===== src/rtl/uart_tx_mmio.sv =====
// ---------------------------------------------------------------------------
// uart_tx_mmio
// Memory-mapped UART transmitter for a small CPU. A store to UART_BASE pushes
// one byte into a 4-deep transmit FIFO. A load from UART_BASE+4 returns STATUS,
// and a store to UART_BASE+4 clears the sticky overflow flag. A two-process FSM
// pops bytes and sends 8N1 frames on tx, LSB first.
//
// Ports
//   clk          system clock, all state changes on the rising edge
//   Reset        synchronous active-high reset
//   MemWrite     CPU store strobe
//   DataAddress  CPU data address
//   WriteData    CPU store data, bits [7:0] carry the TX byte
//   io_sel       high when DataAddress hits TXDATA or STATUS
//   io_rdata     STATUS when DataAddress is UART_BASE+4, else zero
//   tx           registered serial output, idle high
// ---------------------------------------------------------------------------
module uart_tx_mmio #(
    parameter int          CLKS_PER_BIT = 16,
    parameter logic [31:0] UART_BASE    = 32'h0000_0100
) (
    input  logic        clk,
    input  logic        Reset,
    input  logic        MemWrite,
    input  logic [31:0] DataAddress,
    input  logic [31:0] WriteData,
    output logic        io_sel,
    output logic [31:0] io_rdata,
    output logic        tx
);

    typedef enum logic [1:0] {IDLE, START, DATA, STOP} txState_t;

    localparam logic [31:0] STAT_ADDR = UART_BASE + 32'd4;
    localparam logic [15:0] BAUD_LAST = 16'(CLKS_PER_BIT - 1);

    txState_t    r_state;
    logic [7:0]  r_fifo [4];
    logic [2:0]  r_count;
    logic [1:0]  r_rdPtr;
    logic [1:0]  r_wrPtr;
    logic        r_ovf;
    logic [15:0] r_baud;
    logic [2:0]  r_bitIdx;
    logic [7:0]  r_shift;
    logic        r_tx;

    txState_t    w_nextState;
    logic [15:0] w_baudNext;
    logic [2:0]  w_bitNext;
    logic [7:0]  w_shiftNext;
    logic        w_txNext;
    logic        w_txSel;
    logic        w_statSel;
    logic        w_push;
    logic        w_full;
    logic        w_empty;
    logic        w_pushOk;
    logic        w_overflow;
    logic        w_pop;
    logic        w_baudDone;
    logic [31:0] w_status;
    logic        w_unusedBits;

    // Address decode and FIFO handshakes. A full FIFO drops the byte even
    // when the FSM pops on the same edge, because fullness is judged on the
    // pre-edge count.
    assign w_txSel      = (DataAddress == UART_BASE);
    assign w_statSel    = (DataAddress == STAT_ADDR);
    assign w_push       = MemWrite && w_txSel;
    assign w_full       = (r_count == 3'd4);
    assign w_empty      = (r_count == 3'd0);
    assign w_pushOk     = w_push && !w_full;
    assign w_overflow   = w_push && w_full;
    assign w_pop        = (r_state == IDLE) && !w_empty;
    assign w_baudDone   = (r_baud == BAUD_LAST);
    assign w_unusedBits = ^WriteData[31:8];

    assign w_status = {28'd0, r_ovf, (r_state != IDLE), w_empty, w_full};
    assign io_sel   = w_txSel || w_statSel;
    assign io_rdata = w_statSel ? w_status : 32'h0;
    assign tx       = r_tx;

    // FIFO storage. The storage has no reset because a zero count already
    // makes any stale contents unreachable.
    always_ff @(posedge clk) begin
        if (!Reset && w_pushOk) begin
            r_fifo[r_wrPtr] <= WriteData[7:0];
        end
    end

    // FIFO pointers, occupancy and the sticky overflow flag. When an overflow
    // and a STATUS write would both affect the flag on one edge, the set takes
    // priority over the clear.
    always_ff @(posedge clk) begin
        if (Reset) begin
            r_count <= 3'd0;
            r_rdPtr <= 2'd0;
            r_wrPtr <= 2'd0;
            r_ovf   <= 1'b0;
        end else begin
            if (w_pushOk) begin
                r_wrPtr <= r_wrPtr + 2'd1;
            end
            if (w_pop) begin
                r_rdPtr <= r_rdPtr + 2'd1;
            end
            case ({w_pushOk, w_pop})
                2'b10:   r_count <= r_count + 3'd1;
                2'b01:   r_count <= r_count - 3'd1;
                default: r_count <= r_count;
            endcase
            if (w_overflow) begin
                r_ovf <= 1'b1;
            end else if (MemWrite && w_statSel) begin
                r_ovf <= 1'b0;
            end
        end
    end

    // Transmit state register. tx is loaded with the level for the state
    // being entered, so the line changes on the same edge as the state.
    always_ff @(posedge clk) begin
        if (Reset) begin
            r_state  <= IDLE;
            r_baud   <= 16'd0;
            r_bitIdx <= 3'd0;
            r_shift  <= 8'd0;
            r_tx     <= 1'b1;
        end else begin
            r_state  <= w_nextState;
            r_baud   <= w_baudNext;
            r_bitIdx <= w_bitNext;
            r_shift  <= w_shiftNext;
            r_tx     <= w_txNext;
        end
    end

    // Next-state logic. Each bit lasts CLKS_PER_BIT cycles of the baud
    // counter. After a data bit ends, the next line level is shift[1] because
    // the register shifts right on that same edge.
    always_comb begin
        w_nextState = r_state;
        w_baudNext  = r_baud;
        w_bitNext   = r_bitIdx;
        w_shiftNext = r_shift;
        w_txNext    = r_tx;
        case (r_state)
            IDLE: begin
                w_txNext = 1'b1;
                if (w_pop) begin
                    w_nextState = START;
                    w_baudNext  = 16'd0;
                    w_shiftNext = r_fifo[r_rdPtr];
                    w_txNext    = 1'b0;
                end
            end
            START: begin
                if (w_baudDone) begin
                    w_nextState = DATA;
                    w_baudNext  = 16'd0;
                    w_bitNext   = 3'd0;
                    w_txNext    = r_shift[0];
                end else begin
                    w_baudNext = r_baud + 16'd1;
                end
            end
            DATA: begin
                if (w_baudDone) begin
                    w_baudNext  = 16'd0;
                    w_shiftNext = {1'b0, r_shift[7:1]};
                    if (r_bitIdx == 3'd7) begin
                        w_nextState = STOP;
                        w_txNext    = 1'b1;
                    end else begin
                        w_bitNext = r_bitIdx + 3'd1;
                        w_txNext  = r_shift[1];
                    end
                end else begin
                    w_baudNext = r_baud + 16'd1;
                end
            end
            STOP: begin
                if (w_baudDone) begin
                    w_nextState = IDLE;
                    w_baudNext  = 16'd0;
                    w_txNext    = 1'b1;
                end else begin
                    w_baudNext = r_baud + 16'd1;
                end
            end
            default: begin
                w_nextState = IDLE;
                w_txNext    = 1'b1;
            end
        endcase
    end

endmodule

===== config.mk =====
export PLATFORM = sky130hd
export DESIGN_NAME = uart_tx_mmio
export DESIGN_NICKNAME = d
export VERILOG_FILES = /design/src/rtl/uart_tx_mmio.sv
export SDC_FILE = /design/constraint.sdc
export NUM_CORES = 1
export LEC_CHECK = 0
export BUFFER_PORTS_ARGS = -buffer_cell sky130_fd_sc_hd__buf_4
export CAP_MARGIN = 20
export CELL_PAD_IN_SITES_DETAIL_PLACEMENT = 0
export CELL_PAD_IN_SITES_GLOBAL_PLACEMENT = 1
export CORE_UTILIZATION = 44
export DETAILED_ROUTE_END_ITERATION = 12
export PLACE_DENSITY = 0.89
export RECOVER_POWER = 25
export REMOVE_ABC_BUFFERS = 1
export SLEW_MARGIN = 20
export SYNTH_ARGS = -nofsm -noshare
export SYNTH_HDL_FRONTEND = slang
export SYNTH_SLANG_ARGS = --single-unit
export TNS_END_PERCENT = 20

===== constraint.sdc =====
create_clock -name clk -period 4.5 [get_ports clk]
set_clock_uncertainty 0.1 [all_clocks]
set_input_delay 0.45 -clock clk [delete_from_list [all_inputs] [get_ports clk]]
set_output_delay 0.45 -clock clk [all_outputs]
set_load 0.03 [all_outputs]

======== Yosys cells after proc, flatten, opt, wreduce, memory -nomap -nowiden ========
Memories as Yosys holds them, arrays and structs flattened. A register that Yosys moved wholly into a read port is not among the register bits.
Cells that the tools add are included.
storage, ports and cells
  bits in writable memories ............... 32
  output and inout bits ................... 34
  memories kept ........................... 1
  bits in registers ....................... 38
  word-level logic and storage cells ...... 84
cells by class
  muxes and demuxes ....................... 30
  add/subtract/negate cells ............... 6
  reduce and logical (&&, ||, !) cells .... 22
  equal/unequal tests ..................... 16
memories
  name    words  bits a word  rd ports  clocked after memory_dff  write ports  RTL line  text
  r_fifo  4      8            1         1                         1            38        logic [7:0] r_fifo [4];
operators by type and width
  kind                                                   count
  equality test 32 x 9 -> 1 bit (second input constant)  2
  2-to-1 mux 16 bit                                      2
  case mux 16 bit (2 select lines)                       1
  adder 16 x 1 -> 16 bit (second input constant)         1
  equality test 16 x 4 -> 1 bit (second input constant)  1
  2-to-1 mux 8 bit                                       2
  case mux 8 bit (2 select lines)                        1
  2-to-1 mux 2 bit                                       7
  != test 2 bit (second input constant)                  6
  case mux 3 bit (2 select lines)                        2
  nonzero test 2 bit                                     5
  2-to-1 mux 1 bit                                       9
  2-to-1 mux 3 bit                                       3
  case mux 2 bit (4 select lines)                        1
  adder 3 x 1 -> 3 bit (second input constant)           2
  equality test 2 bit (second input constant)            3
  equality test 3 bit (second input constant)            2
  logical AND 1 bit                                      6
  AND reduction 3 bit                                    2
  AND reduction 5 bit                                    1
  adder 2 x 1 -> 2 bit (second input constant)           2
  equality test 2 x 1 -> 1 bit (second input constant)   2
  2-to-1 mux 4 bit                                       1
  case mux 1 bit (4 select lines)                        1
  other kinds (7)                                        9

======== Depth between registers and ports, before layout ========
  depth after elaboration ................. 6
  depth in mapped cells ................... 10

======== Worst setup path after synthesis ========
Ideal clock, no wire load.
  path kind ............................... input to output
  start ................................... in DataAddress[11]
  end ..................................... out io_rdata[0]
  data required time ...................... 3.950 ns
  arrival ................................. 1.898 ns
  path slack .............................. 2.052 ns
  stages on the path ...................... 4
  cells stage by stage .................... nor4b_1 nand4_1 nor2_1 and3_1
on the way
  cells in the longest elaborated chain, start to end .. 2
ends and longest elaborated chain
  what                           RTL line  text
  start: declaration             25        input logic [31:0] DataAddress,
  equality test 32 x 9 -> 1 bit  69        assign w_statSel = (DataAddress == STAT_ADDR);
  2-to-1 mux 4 bit               81        assign io_rdata = w_statSel ? w_status : 32'h0;
  end: declaration               28        output logic [31:0] io_rdata,
Every way passes these cells.

======== Worst setup path in the final report ========
  start ................................... reg r_state[0]
  end ..................................... reg r_count[2]
on the way
  cells in the longest elaborated chain, start to end .. 4
ends and longest elaborated chain
  what                                                                          RTL line  text
  start: declaration                                                            37        txState_t r_state;
  start signal: assignment                                                      131       r_state <= w_nextState;
  logical NOT 2 bit *                                                           75        assign w_pop = (r_state == IDLE) && !w_empty;
  logical AND 1 bit *                                                           75
  net w_pop                                                                     60        logic w_pop;
  equality test 2 x 1 -> 1 bit / equality test 2 bit (equally long branches)    108       case ({w_pushOk, w_pop})
  case mux 3 bit (2 select lines) / nonzero test 2 bit (equally long branches)  -
  end signal: assignment                                                        109       2'b10: r_count <= r_count + 3'd1;
  end signal: assignment                                                        110       2'b01: r_count <= r_count - 3'd1;
  end signal: assignment                                                        111       default: r_count <= r_count;
  end: declaration                                                              39        logic [2:0] r_count;
The timed path passes the listed nets; every way through them passes the cells marked *.
A chain may end at the register's enable or synchronous reset.

==> impl_metrics.toml <==
[synthesis]
synth-async-reset-ratio_pct = 0
synth_cell_types = 62
syn_area_sq_um = 3850
synth_ff_type = "dfxtp_1"
ys_seq_area_share_pct = 45.7
ys_top_cells_by_area = "edfxtp_1 (25%), dfxtp_1 (21%), buf_4 (5.5%), mux4_2 (4.7%), ha_1 (4.2%)"
ys_ff_latch = 72
synth_top_area_share_pct = 24.9
syn_area_per_cell_sq_um = 10.8
yosysTopAreaCell = "edfxtp_1"
syn_inst = 356
synth_edf_count = 32
ys_warn_count = 0

[power]
clkPwrFrac_pct = 41.5
p_per_area_nw_per_um2 = 301
p_leak_nw = 1.65
combPwrFrac_pct = 6.2
power_switching_w = 0.000334
swShare_pct = 25.5
internal_power_w = 0.000975
finalPower_w = 0.00131
peakVddDrop_mv = 0.213
p_seq_share_pct = 52.3

[critical_path]
critPathLaunchType = "flop"
worstSetupPathType = "reg2reg"
rr_worst_depth = 9
arrival_ns = 2.81
r2r_slack_ns = 1.87
endpoint_kind = "flop"
cp_data_required_time_ns = 4.68
crit_fanout = 10

[clock_network]
root_buffer = "clkbuf_8"
post_cts_resized = 0
tritoncts = "built"
cts_buffers = 9
cts.path.max_buffers = 2
cts_hold_buffers = 0
insertion_delay_ns = 0.35
clk_pin_slew_ns = 0.09
postCtsSetupBuffers = 0
cts-htree-levels = 3
clock_sinks = 72

[final_layout]
drive_gt1_share_pct = 21.0
nets = 480
num-fill-cells = 752
area_growth_syn_to_layout_pct = 12.8
diodes = 0

[floorplan]
die_h_um = 95.6
pin_count = 101
core_area_sq_um = 8340
rows = 33
initial_core_util_pct = 46.2
dieArea_sq_um = 9130
die_w_um = 95.6

[sta]
worstMarginPinSlew_ns = 0.819
setup_viol = 0
hold_viol_final = 0
worst_hold_slack_ns = 0.261
relSlewSlack_pct = 44.9
setup-tns-final_ns = 0
timing.final.crit_share_pct = 58.5
max_freq_mhz = 380
fin_crit_ns = 2.63
grt_setup_unrepaired = "no"
drv_slew = 0

[grt]
grt_pass1_vias = 2605
antenna_found_initial = 0
grt_max_degree = 36
grt_pass1_wl_um = 12400
grt-ovfl-total = 0
track_usage_pct = 17.8

[routing]
dr.pass1.iters = 4
ant_nets = 0
vias = 2857
drtIter0Drc = 203
via_per_inst = 5.61
wire_per_inst_um = 15.1
drt-total-wl_um = 7680
drc_errors = 0

[place]
place_congestion = 0.794
hpwl_um = 5350
port_buffers = 48

[run_status]
status = "completed"

[flow_run]
drv_cap = 0

[min_path]
hold-path-cell-count = 1
min_path_type = "in2reg"
==> sequential cells by signal (all words and copies together) (netlist names), named ones only <==
name,flops
r_ovf,1
r_count,3
r_state,2
r_wrPtr,2
r_baud,16
r_rdPtr,2
r_bitIdx,3
r_fifo,32
tx,1
r_shift,8
==> metal layers <==
metal,GRT usage (%),vias up,wire length (um)
li1,-,1369,-
met1,23.0,1359,3460
met2,28.9,119,3610
met3,3.43,10,458
met4,7.84,0,140
met5,0,-,0
==> cells by family after synthesis <==
kind of cell	share of synthesized area [%]
flops	45.7
simple gates	17.9
fa+ha+maj	4.74
xor+xnor	1.36
mux	9.61
buf+inv	9.39
other cells	0.0973
compound gates	11.2
==> layout by cell type, fill, tap and decap left out, types with 3 or more instances in the layout <==
master	n
edfxtp_1	32
nor3_1	5
nor2_1	22
inv_6	3
mux2_2	8
nor4b_1	3
mux4_2	8
a21oi_1	10
nand3_1	6
nand2_1	28
o21ai_0	10
clkbuf_1	8
or4_1	3
and4_1	5
buf_4	44
ha_1	13
conb_1	28
mux2i_1	10
dfxtp_1	40
and3_1	8
xnor2_1	3
a31oi_1	7
nand4_1	11
a22oi_1	3
o211ai_1	3
nor4_1	10
xor2_1	3
inv_1	13
clkbuf_8	9
nor3b_1	5
==> cell usage after synthesis, drive strengths merged (2+ instances only) <==
master / count
a2111oi: 2
o211ai: 3
xnor2: 3
nand3: 6
mux2: 8
inv: 13
mux2i: 10
mux4: 8
a311oi: 2
nand2: 28
edfxtp: 32
a22oi: 3
nor3: 6
xor2: 3
nor4: 12
a41oi: 2
or4: 3
buf: 37
nor3b: 5
ha: 13
o22a: 2
o311ai: 2
a21oi: 10
clkbuf: 10
dfxtp: 40
and4: 5
nand4: 12
o21a: 2
and3: 8
a22o: 2
nor4b: 4
a31oi: 8
nor2: 22
nand2b: 2
o21ai: 10
==> worst max-delay path, cell delays in order, from the launching register on <==
cell     delay, ns
dfxtp_1       0.36
inv_1         0.13
ha_1          0.39
o31a_1        0.33
ha_1          0.23
inv_1         0.06
fa_1          0.37
xor2_1        0.16
or3_1         0.30
a21oi_1       0.14
==> cell type report <==
class                           count  area (sq um)  share of cell area (%)
Multi-Input combinational cell    250          1830                    42.1
Clock inverter                      7          83.8                    1.93
Inverter                           14          52.6                    1.21
Clock buffer                        9           124                    2.85
Sequential cell                    72          1760                    40.6
Tap cell                          105           131                    3.02
Timing Repair Buffer               52           360                    8.29
==> power by group through the flow <==
stage               clock [W]  sequential (W)  combinational (W)
finish               0.000543        0.000685          0.0000805
global route         0.000585        0.000685          0.0000877
CTS                  0.000559        0.000685          0.0000834
detailed placement          0        0.000700          0.0000835
global placement            0        0.000700          0.0000811
floorplan                   0        0.000700          0.0000430
==> worst paths after layout <==
| path | startpoint | endpoint |
|---|---|---|
| hold / removal | WriteData[4] | r_fifo[3][4] |
| hold reg to reg | r_shift[3] | r_shift[3] |
| setup reg to reg | r_state[0] | r_count[2] |
| setup / recovery | r_state[0] | r_count[2] |
==> metrics by stage <==
stage | cell area (sq um) | utilization, % | worst slack [ns] | cells
2_1_floorplan | 3640 | - | 2.05 | 336
3_3_place_gp | 4170 | 50.0 | 1.87 | 493
3_5_place_dp | 4170 | 50.0 | 1.76 | 493
4_1_cts | 4370 | 52.4 | 1.88 | 509
5_1_grt | 4340 | 52.1 | 1.65 | 509
6_report | 4340 | 52.1 | 1.87 | 509
Note: power is estimated with default switching activity, not from simulation.
